## src/rtl/fma_rr_scheduler_if.sv

```systemverilog
// fma_rr_scheduler_if
//   Bundles every non-clock/reset signal of the FMA round-robin scheduler.
//   slave  : scheduler view (drives grants, FMA operands, responses, status)
//   master : environment view (requesters plus the FMA pipeline itself)
//   Signals:
//     req_valid/req_a/req_b/req_c  per-requester ops, requester i at [i*WIDTH +: WIDTH]
//     req_ready                    one-hot grant
//     hold                         suppress issue this cycle
//     fma_a/b/c, fma_in_valid      registered issue towards the FMA
//     fma_d, fma_out_valid         FMA result and strobe
//     rsp_valid, rsp_d             one-hot response pulse and shared result bus
//     idle, tag_err, issue_cnt     status
interface fma_rr_scheduler_if #(
   parameter int NUM_REQ = 4,
   parameter int WIDTH   = 16
);
   logic [NUM_REQ-1:0]       req_valid;
   logic [NUM_REQ*WIDTH-1:0] req_a;
   logic [NUM_REQ*WIDTH-1:0] req_b;
   logic [NUM_REQ*WIDTH-1:0] req_c;
   logic [NUM_REQ-1:0]       req_ready;
   logic                     hold;
   logic [WIDTH-1:0]         fma_a;
   logic [WIDTH-1:0]         fma_b;
   logic [WIDTH-1:0]         fma_c;
   logic                     fma_in_valid;
   logic [WIDTH-1:0]         fma_d;
   logic                     fma_out_valid;
   logic [NUM_REQ-1:0]       rsp_valid;
   logic [WIDTH-1:0]         rsp_d;
   logic                     idle;
   logic                     tag_err;
   logic [31:0]              issue_cnt;

   modport slave (
      input  req_valid, req_a, req_b, req_c, hold, fma_d, fma_out_valid,
      output req_ready, fma_a, fma_b, fma_c, fma_in_valid, rsp_valid, rsp_d,
             idle, tag_err, issue_cnt
   );

   modport master (
      output req_valid, req_a, req_b, req_c, hold, fma_d, fma_out_valid,
      input  req_ready, fma_a, fma_b, fma_c, fma_in_valid, rsp_valid, rsp_d,
             idle, tag_err, issue_cnt
   );
endinterface

```

## src/rtl/fma_rr_scheduler.sv

```systemverilog
// fma_rr_scheduler
//   Shares one fixed-latency FP16 FMA pipeline (no backpressure) among NUM_REQ
//   requesters. A round-robin arbiter issues at most one op per cycle, the
//   requester index rides a LATENCY-deep tag line alongside the FMA, and each
//   result is routed back as a one-hot rsp_valid pulse. Data passes bit-exact.
//   Ports:
//     clk    rising-edge clock
//     reset  asynchronous, active-high
//     bus    fma_rr_scheduler_if.slave (requests, FMA issue/return, responses, status)
module fma_rr_scheduler #(
   parameter int NUM_REQ = 4,
   parameter int WIDTH   = 16,
   parameter int LATENCY = 3
) (
   input  logic              clk,
   input  logic              reset,
   fma_rr_scheduler_if.slave bus
);
   localparam int TAG_W = (NUM_REQ > 1) ? $clog2(NUM_REQ) : 1;

   logic [NUM_REQ-1:0] eligible;
   logic               grant_vld;
   logic [TAG_W-1:0]   grant_idx;
   logic [TAG_W-1:0]   scan_idx;
   logic [NUM_REQ-1:0] grant_oh;
   logic [TAG_W-1:0]   rr_ptr;

   logic [WIDTH-1:0]   op_a [NUM_REQ];
   logic [WIDTH-1:0]   op_b [NUM_REQ];
   logic [WIDTH-1:0]   op_c [NUM_REQ];

   logic [WIDTH-1:0]   fma_a_p0;
   logic [WIDTH-1:0]   fma_b_p0;
   logic [WIDTH-1:0]   fma_c_p0;
   logic [TAG_W-1:0]   tag_p0;
   logic               vld_p0;
   logic [31:0]        issue_cnt_q;

   logic [LATENCY-1:0] line_v;
   logic [TAG_W-1:0]   line_tag [LATENCY];
   logic               tail_v;
   logic [NUM_REQ-1:0] tail_oh;

   logic [NUM_REQ-1:0] rsp_vld_p1;
   logic [WIDTH-1:0]   rsp_d_p1;
   logic               tag_err_q;

   for (genvar i = 0; i < NUM_REQ; i++) begin : g_unpack
      assign op_a[i] = bus.req_a[i*WIDTH +: WIDTH];
      assign op_b[i] = bus.req_b[i*WIDTH +: WIDTH];
      assign op_c[i] = bus.req_c[i*WIDTH +: WIDTH];
   end

   // Arbitration: scan from the requester after the last winner; hold masks
   // every request so the grant drops in the same cycle.
   always_comb begin
      eligible  = bus.req_valid & {NUM_REQ{~bus.hold}};
      grant_vld = 1'b0;
      grant_idx = '0;
      scan_idx  = '0;
      grant_oh  = '0;
      for (int k = 1; k <= NUM_REQ; k++) begin
         scan_idx = TAG_W'((int'(rr_ptr) + k) % NUM_REQ);
         if (!grant_vld && eligible[scan_idx]) begin
            grant_vld = 1'b1;
            grant_idx = scan_idx;
         end
      end
      for (int i = 0; i < NUM_REQ; i++) begin
         grant_oh[i] = grant_vld && (grant_idx == TAG_W'(i));
      end
   end

   // Stage p0: issue register towards the FMA
   always_ff @(posedge clk or posedge reset) begin
      if (reset) begin
         fma_a_p0    <= '0;
         fma_b_p0    <= '0;
         fma_c_p0    <= '0;
         tag_p0      <= '0;
         vld_p0      <= 1'b0;
         rr_ptr      <= TAG_W'(NUM_REQ - 1);
         issue_cnt_q <= '0;
      end else begin
         vld_p0 <= grant_vld;
         if (grant_vld) begin
            fma_a_p0    <= op_a[grant_idx];
            fma_b_p0    <= op_b[grant_idx];
            fma_c_p0    <= op_c[grant_idx];
            tag_p0      <= grant_idx;
            rr_ptr      <= grant_idx;
            issue_cnt_q <= issue_cnt_q + 32'd1;
         end
      end
   end

   // Tag line: shadows the FMA pipeline so the tail lines up with fma_out_valid
   always_ff @(posedge clk or posedge reset) begin
      if (reset) begin
         line_v <= '0;
         for (int i = 0; i < LATENCY; i++) line_tag[i] <= '0;
      end else begin
         line_v[0]   <= vld_p0;
         line_tag[0] <= tag_p0;
         for (int i = 1; i < LATENCY; i++) begin
            line_v[i]   <= line_v[i-1];
            line_tag[i] <= line_tag[i-1];
         end
      end
   end

   always_comb begin
      tail_v  = line_v[LATENCY-1];
      tail_oh = '0;
      for (int i = 0; i < NUM_REQ; i++) begin
         tail_oh[i] = (line_tag[LATENCY-1] == TAG_W'(i));
      end
   end

   // Stage p1: response register; a strobe without a tail entry (or the
   // reverse) is a misalignment and latches tag_err
   always_ff @(posedge clk or posedge reset) begin
      if (reset) begin
         rsp_vld_p1 <= '0;
         rsp_d_p1   <= '0;
         tag_err_q  <= 1'b0;
      end else begin
         rsp_vld_p1 <= '0;
         if (bus.fma_out_valid && tail_v) begin
            rsp_vld_p1 <= tail_oh;
            rsp_d_p1   <= bus.fma_d;
         end
         if (bus.fma_out_valid != tail_v) tag_err_q <= 1'b1;
      end
   end

   assign bus.req_ready    = grant_oh;
   assign bus.fma_a        = fma_a_p0;
   assign bus.fma_b        = fma_b_p0;
   assign bus.fma_c        = fma_c_p0;
   assign bus.fma_in_valid = vld_p0;
   assign bus.rsp_valid    = rsp_vld_p1;
   assign bus.rsp_d        = rsp_d_p1;
   assign bus.tag_err      = tag_err_q;
   assign bus.issue_cnt    = issue_cnt_q;
   assign bus.idle         = ~vld_p0 & ~(|line_v) & ~(|rsp_vld_p1);
endmodule

```

## src/flat_wrapper.sv

```systemverilog
// flat-port wrapper written by rule: the top's interface ports become plain ports
module fma_rr_scheduler_flat 
#(
   parameter int NUM_REQ = 4,
   parameter int WIDTH   = 16,
   parameter int LATENCY = 3
)
  (clk, reset, bus_req_valid, bus_req_a, bus_req_b, bus_req_c, bus_hold, bus_fma_d, bus_fma_out_valid, bus_req_ready, bus_fma_a, bus_fma_b, bus_fma_c, bus_fma_in_valid, bus_rsp_valid, bus_rsp_d, bus_idle, bus_tag_err, bus_issue_cnt);
  fma_rr_scheduler_if #(.NUM_REQ(NUM_REQ), .WIDTH(WIDTH)) bus_i ();
  input  logic clk;
  input  logic reset;
  input wire logic [$bits(bus_i.req_valid)-1:0] bus_req_valid;
  input wire logic [$bits(bus_i.req_a)-1:0] bus_req_a;
  input wire logic [$bits(bus_i.req_b)-1:0] bus_req_b;
  input wire logic [$bits(bus_i.req_c)-1:0] bus_req_c;
  input wire logic [$bits(bus_i.hold)-1:0] bus_hold;
  input wire logic [$bits(bus_i.fma_d)-1:0] bus_fma_d;
  input wire logic [$bits(bus_i.fma_out_valid)-1:0] bus_fma_out_valid;
  output wire logic [$bits(bus_i.req_ready)-1:0] bus_req_ready;
  output wire logic [$bits(bus_i.fma_a)-1:0] bus_fma_a;
  output wire logic [$bits(bus_i.fma_b)-1:0] bus_fma_b;
  output wire logic [$bits(bus_i.fma_c)-1:0] bus_fma_c;
  output wire logic [$bits(bus_i.fma_in_valid)-1:0] bus_fma_in_valid;
  output wire logic [$bits(bus_i.rsp_valid)-1:0] bus_rsp_valid;
  output wire logic [$bits(bus_i.rsp_d)-1:0] bus_rsp_d;
  output wire logic [$bits(bus_i.idle)-1:0] bus_idle;
  output wire logic [$bits(bus_i.tag_err)-1:0] bus_tag_err;
  output wire logic [$bits(bus_i.issue_cnt)-1:0] bus_issue_cnt;
  assign bus_i.req_valid = bus_req_valid;
  assign bus_i.req_a = bus_req_a;
  assign bus_i.req_b = bus_req_b;
  assign bus_i.req_c = bus_req_c;
  assign bus_i.hold = bus_hold;
  assign bus_i.fma_d = bus_fma_d;
  assign bus_i.fma_out_valid = bus_fma_out_valid;
  assign bus_req_ready = bus_i.req_ready;
  assign bus_fma_a = bus_i.fma_a;
  assign bus_fma_b = bus_i.fma_b;
  assign bus_fma_c = bus_i.fma_c;
  assign bus_fma_in_valid = bus_i.fma_in_valid;
  assign bus_rsp_valid = bus_i.rsp_valid;
  assign bus_rsp_d = bus_i.rsp_d;
  assign bus_idle = bus_i.idle;
  assign bus_tag_err = bus_i.tag_err;
  assign bus_issue_cnt = bus_i.issue_cnt;
  fma_rr_scheduler #(.NUM_REQ(NUM_REQ), .WIDTH(WIDTH), .LATENCY(LATENCY)) u_core (.clk(clk), .reset(reset), .bus(bus_i));
endmodule
```

## config.mk

```make
export PLATFORM = sky130hd
export DESIGN_NAME = fma_rr_scheduler_flat
export DESIGN_NICKNAME = d
export VERILOG_FILES = /design/src/rtl/fma_rr_scheduler_if.sv /design/src/rtl/fma_rr_scheduler.sv /design/src/flat_wrapper.sv
export SDC_FILE = /design/constraint.sdc
export NUM_CORES = 1
export LEC_CHECK = 0
export ABC_CLOCK_PERIOD_IN_PS = 4500
export BUFFER_PORTS_ARGS = -buffer_cell sky130_fd_sc_hd__buf_2
export CAP_MARGIN = 20
export CORE_AREA = 2 2 125 127
export CTS_CLUSTER_SIZE = 28
export DETAILED_ROUTE_END_ITERATION = 7
export DIE_AREA = 0 0 127 129
export GPL_TIMING_DRIVEN = 0
export PLACE_DENSITY = 0.73
export SLEW_MARGIN = 10
export SYNTH_ARGS = -nofsm -noshare
export SYNTH_HDL_FRONTEND = slang
export SYNTH_SLANG_ARGS = --single-unit
```

## constraint.sdc

```tcl
create_clock -name clk -period 4.5 [get_ports clk]
set_input_delay 0.225 -clock clk [delete_from_list [all_inputs] [get_ports clk]]
set_output_delay 0.225 -clock clk [all_outputs]
set_load 0.005 [all_outputs]
```

==> metrics <==
status=completed; largest net degree at the start of global routing=60; Worst Path Arrival=2.85 ns; Syn Nets=~730; die height=129 µm; H-tree Lvls=4; Hold Vio Cnt, Final=0; WL met1=between 7 and 8 mm; Nets=1,073; latest clock arrival within the worst-skew pair=0.41 ns; Vias/cell=approximately 5; Yosys warnings=0; DR pass1 iterations=4; CTS Buffer Depth=2; final worst slack=between 1 and 1.5 ns; final instance area=about 8500 µm²; max-cap viol count=0; final HPWL from detailed placement=13.6 mm; fin. max-slew vios=0; pre-CTS WS=1.69 ns; root buf cell=clkbuf_16; CTS Buf Count=17; Final setup viols=0; Cell Area, Synth=6020 µm²; CP Max Fanout=10; Top-Level Pins=between 300 and 400; met2 wire length=8.84 mm; IR drop worst, VDD=between 0.2 and 0.3 mV; vias in the first global route=approximately 5,300; Least-Margin Pin Slew=0.929 ns; vias=between 5,000 and 6,000; initial antenna violation count=0; WS Path Type=reg2out; Power Dens Cells=412 nW/µm²; Total GRT Usage=a little over a fifth; Max Clock Skew=~0.008 ns; share of cells above drive strength 1=51.2%; # DRC=0; Worst setup SP type=flop; clock sinks=115; fmax=~0.33 GHz; Die Area=~16,000 µm²; DR WL met3=1.13 mm; CTS tree=done; sequential area share after synthesis=between 40% and 50%; antenna-violating nets left=0; Post-Synthesis Cells=roughly 510; final WL=approximately 18 mm; Worst setup EP type=output port; Site Rows=45; routability cong.=~0.88; CTS resizes=0; first-pass GRT wire length=approximately 27 mm; dpl cell area=7900 µm²; Avg Inst Size Synth=~12 µm²; Die Width=between 100 and 150 µm; Syn-to-layout area delta=40.7%; fin crit period=around 3.1 ns; DRT iter0 DRCs=approximately 240; final core area utilization=approximately 57%; final worst path period share=between 60% and 70%; relative slew slack=between 30% and 40%; ant diodes=0; Synth Register Bits=~120; Core ar.=between 10,000 and 15,000 µm²; top routing layer in use=met4; Hold Slack=0.0477 ns; port bufs=between 300 and 400; Pleak=about 4.1 nW; Required @ worst endpoint=approximately 4.3 ns; post-CTS setup buffer count=0; Hold WC Path Type=in2reg; RSZ-0062 raised after global routing=no; Synth cell types=40; Initial Utilization=about two fifths; Worst-path clk slew=~0.06 ns; GR Overflow Total=0; drt wl/cell=around 17 µm
==> area by class of cell <==
cell class              count  area (µm²)
plain buffers              36         203
clock buffers              18         439
clock inverters            14         129
fillers                  1334        6500
inverters                   5        23.8
multi-input cells         357        2920
flip-flops and latches    115        2880
well taps                 188         235
repair buffers            323        1640
==> per-stage QoR <==
step	cells	setup TNS [ns]	total power [mW]
after floorplan	513	0	1.83
after global placement	1022	-17.21	2.21
after detailed placement	1023	0	2.23
after CTS	1056	0	3.53
after global routing	1056	0	3.67
final	1056	0	3.49
==> placed cells by master (no fill, tap or decap), types with 2 or more instances in the layout <==
| cell | count |
|---|---|
| ha_1 | 2 |
| or4_1 | 2 |
| buf_6 | 6 |
| and2_1 | 6 |
| dfstp_2 | 2 |
| nor4_1 | 3 |
| inv_1 | 3 |
| buf_2 | 327 |
| mux2_2 | 38 |
| and3_1 | 3 |
| a21o_1 | 4 |
| xnor2_1 | 21 |
| nor2_1 | 42 |
| clkinvlp_4 | 3 |
| inv_6 | 5 |
| clkbuf_16 | 17 |
| nand3_1 | 58 |
| or2_2 | 2 |
| nand2_1 | 18 |
| clkbuf_1 | 19 |
| dfrtp_1 | 113 |
| nor3_1 | 5 |
| mux2i_1 | 74 |
| clkinv_4 | 3 |
| a221o_1 | 22 |
| a221oi_2 | 27 |
| buf_4 | 4 |
| xor2_1 | 10 |
| nand4_1 | 5 |
| clkinv_2 | 3 |
| and4_1 | 2 |
| nand2b_1 | 2 |
==> path summary, 6_finish.rpt <==
check                              startpoint                   end  slack [ns]  cells after the start
min in group asynchronous               reset   u_core.bus.rsp_d[9]        0.42                      3
min reg2reg                u_core.line_tag[2]    u_core.line_tag[0]        0.35                      0
max                          u_core.rr_ptr[0]      bus_req_ready[3]        1.42                      6
max in group asynchronous               reset      u_core.rr_ptr[1]        3.38                      4
max reg2reg                  u_core.rr_ptr[0]  u_core.bus.fma_a[11]        2.00                      5
min                              bus_fma_d[5]   u_core.bus.rsp_d[5]        0.05                      2
==> power breakdown <==
part | internal, mW | switching [mW] | total, mW
logic | 0.443 | 0.438 | 0.881
clock network | 0.779 | 0.503 | 1.28
registers | 1.21 | 0.114 | 1.33
==> kinds of logic after synthesis <==
| kind of cell | share of synthesized area [%] |
|---|---|
| mux | 19.4 |
| fa+ha+maj | 0.415 |
| compound gates | 11.6 |
| xor+xnor | 4.51 |
| flops | 47.8 |
| simple gates | 12.5 |
| buf+inv | 3.68 |
==> registers in the layout (all words and copies together) (netlist names) <==
signal,cells
u_core.bus.fma_b,16
u_core.bus.issue_cnt,32
u_core.bus.rsp_d,16
u_core.line_tag,6
u_core.bus.rsp_valid,4
u_core.line_v,3
u_core.bus.fma_in_valid,1
u_core.bus.tag_err,1
u_core.bus.fma_c,16
u_core.bus.fma_a,16
u_core.tag_p0,2
u_core.rr_ptr,2
==> Yosys cell counts <==
master	instances	area, µm²
xnor2_1	21	184
buf_6	6	67.6
a221oi_2	27	405
a211oi_1	1	7.51
clkbuf_1	19	71.3
o21ai_1	1	5.00
buf_4	4	30.0
and4_1	2	17.5
a311o_1	1	10.0
buf_2	6	30.0
nand2_1	18	67.6
nor4_1	3	18.8
a221o_1	22	220
mux2_2	38	428
nand4_1	5	31.3
o21a_1	1	7.51
inv_1	4	15.0
buf_1	1	3.75
nor2b_1	1	6.26
inv_2	1	3.75
dfrtp_1	113	2830
and2_1	6	37.5
nor3b_2	1	12.5
and3b_1	1	8.76
o221ai_2	1	15.0
nor2_1	42	158
nand3_1	58	290
dfstp_2	2	52.6
and3_1	3	18.8
and2b_1	1	7.51
nor3_1	5	25.0
nor3b_1	1	7.51
or4_1	2	15.0
or2_2	2	12.5
mux2i_1	74	741
or3b_2	1	8.76
xor2_1	10	87.6
nand2b_1	2	12.5
ha_1	2	25.0
a21o_1	4	30.0
==> repair_timing <==
action	CTS	global route
setup endpoints to repair	0	0
hold endpoints to repair	58	0
hold buffers	1	0
==> critical path, stage by stage (launching register included) <==
cell and delay [ns]:
dfstp_2 0.57, o21a_1 0.17, a211oi_1 0.07, nor3_1 0.72, clkbuf_1 0.56, and2_1 0.22
buf_2 0.13
==> layer usage <==
layer / track usage [%] / up-vias
met5: 0 / -
met4: 7.05 / 0
met2: 36.8 / 220
met3: 4.78 / 27
met1: 26.7 / 2598
li1: - / 2591
Note: power is estimated with default switching activity, not from simulation.
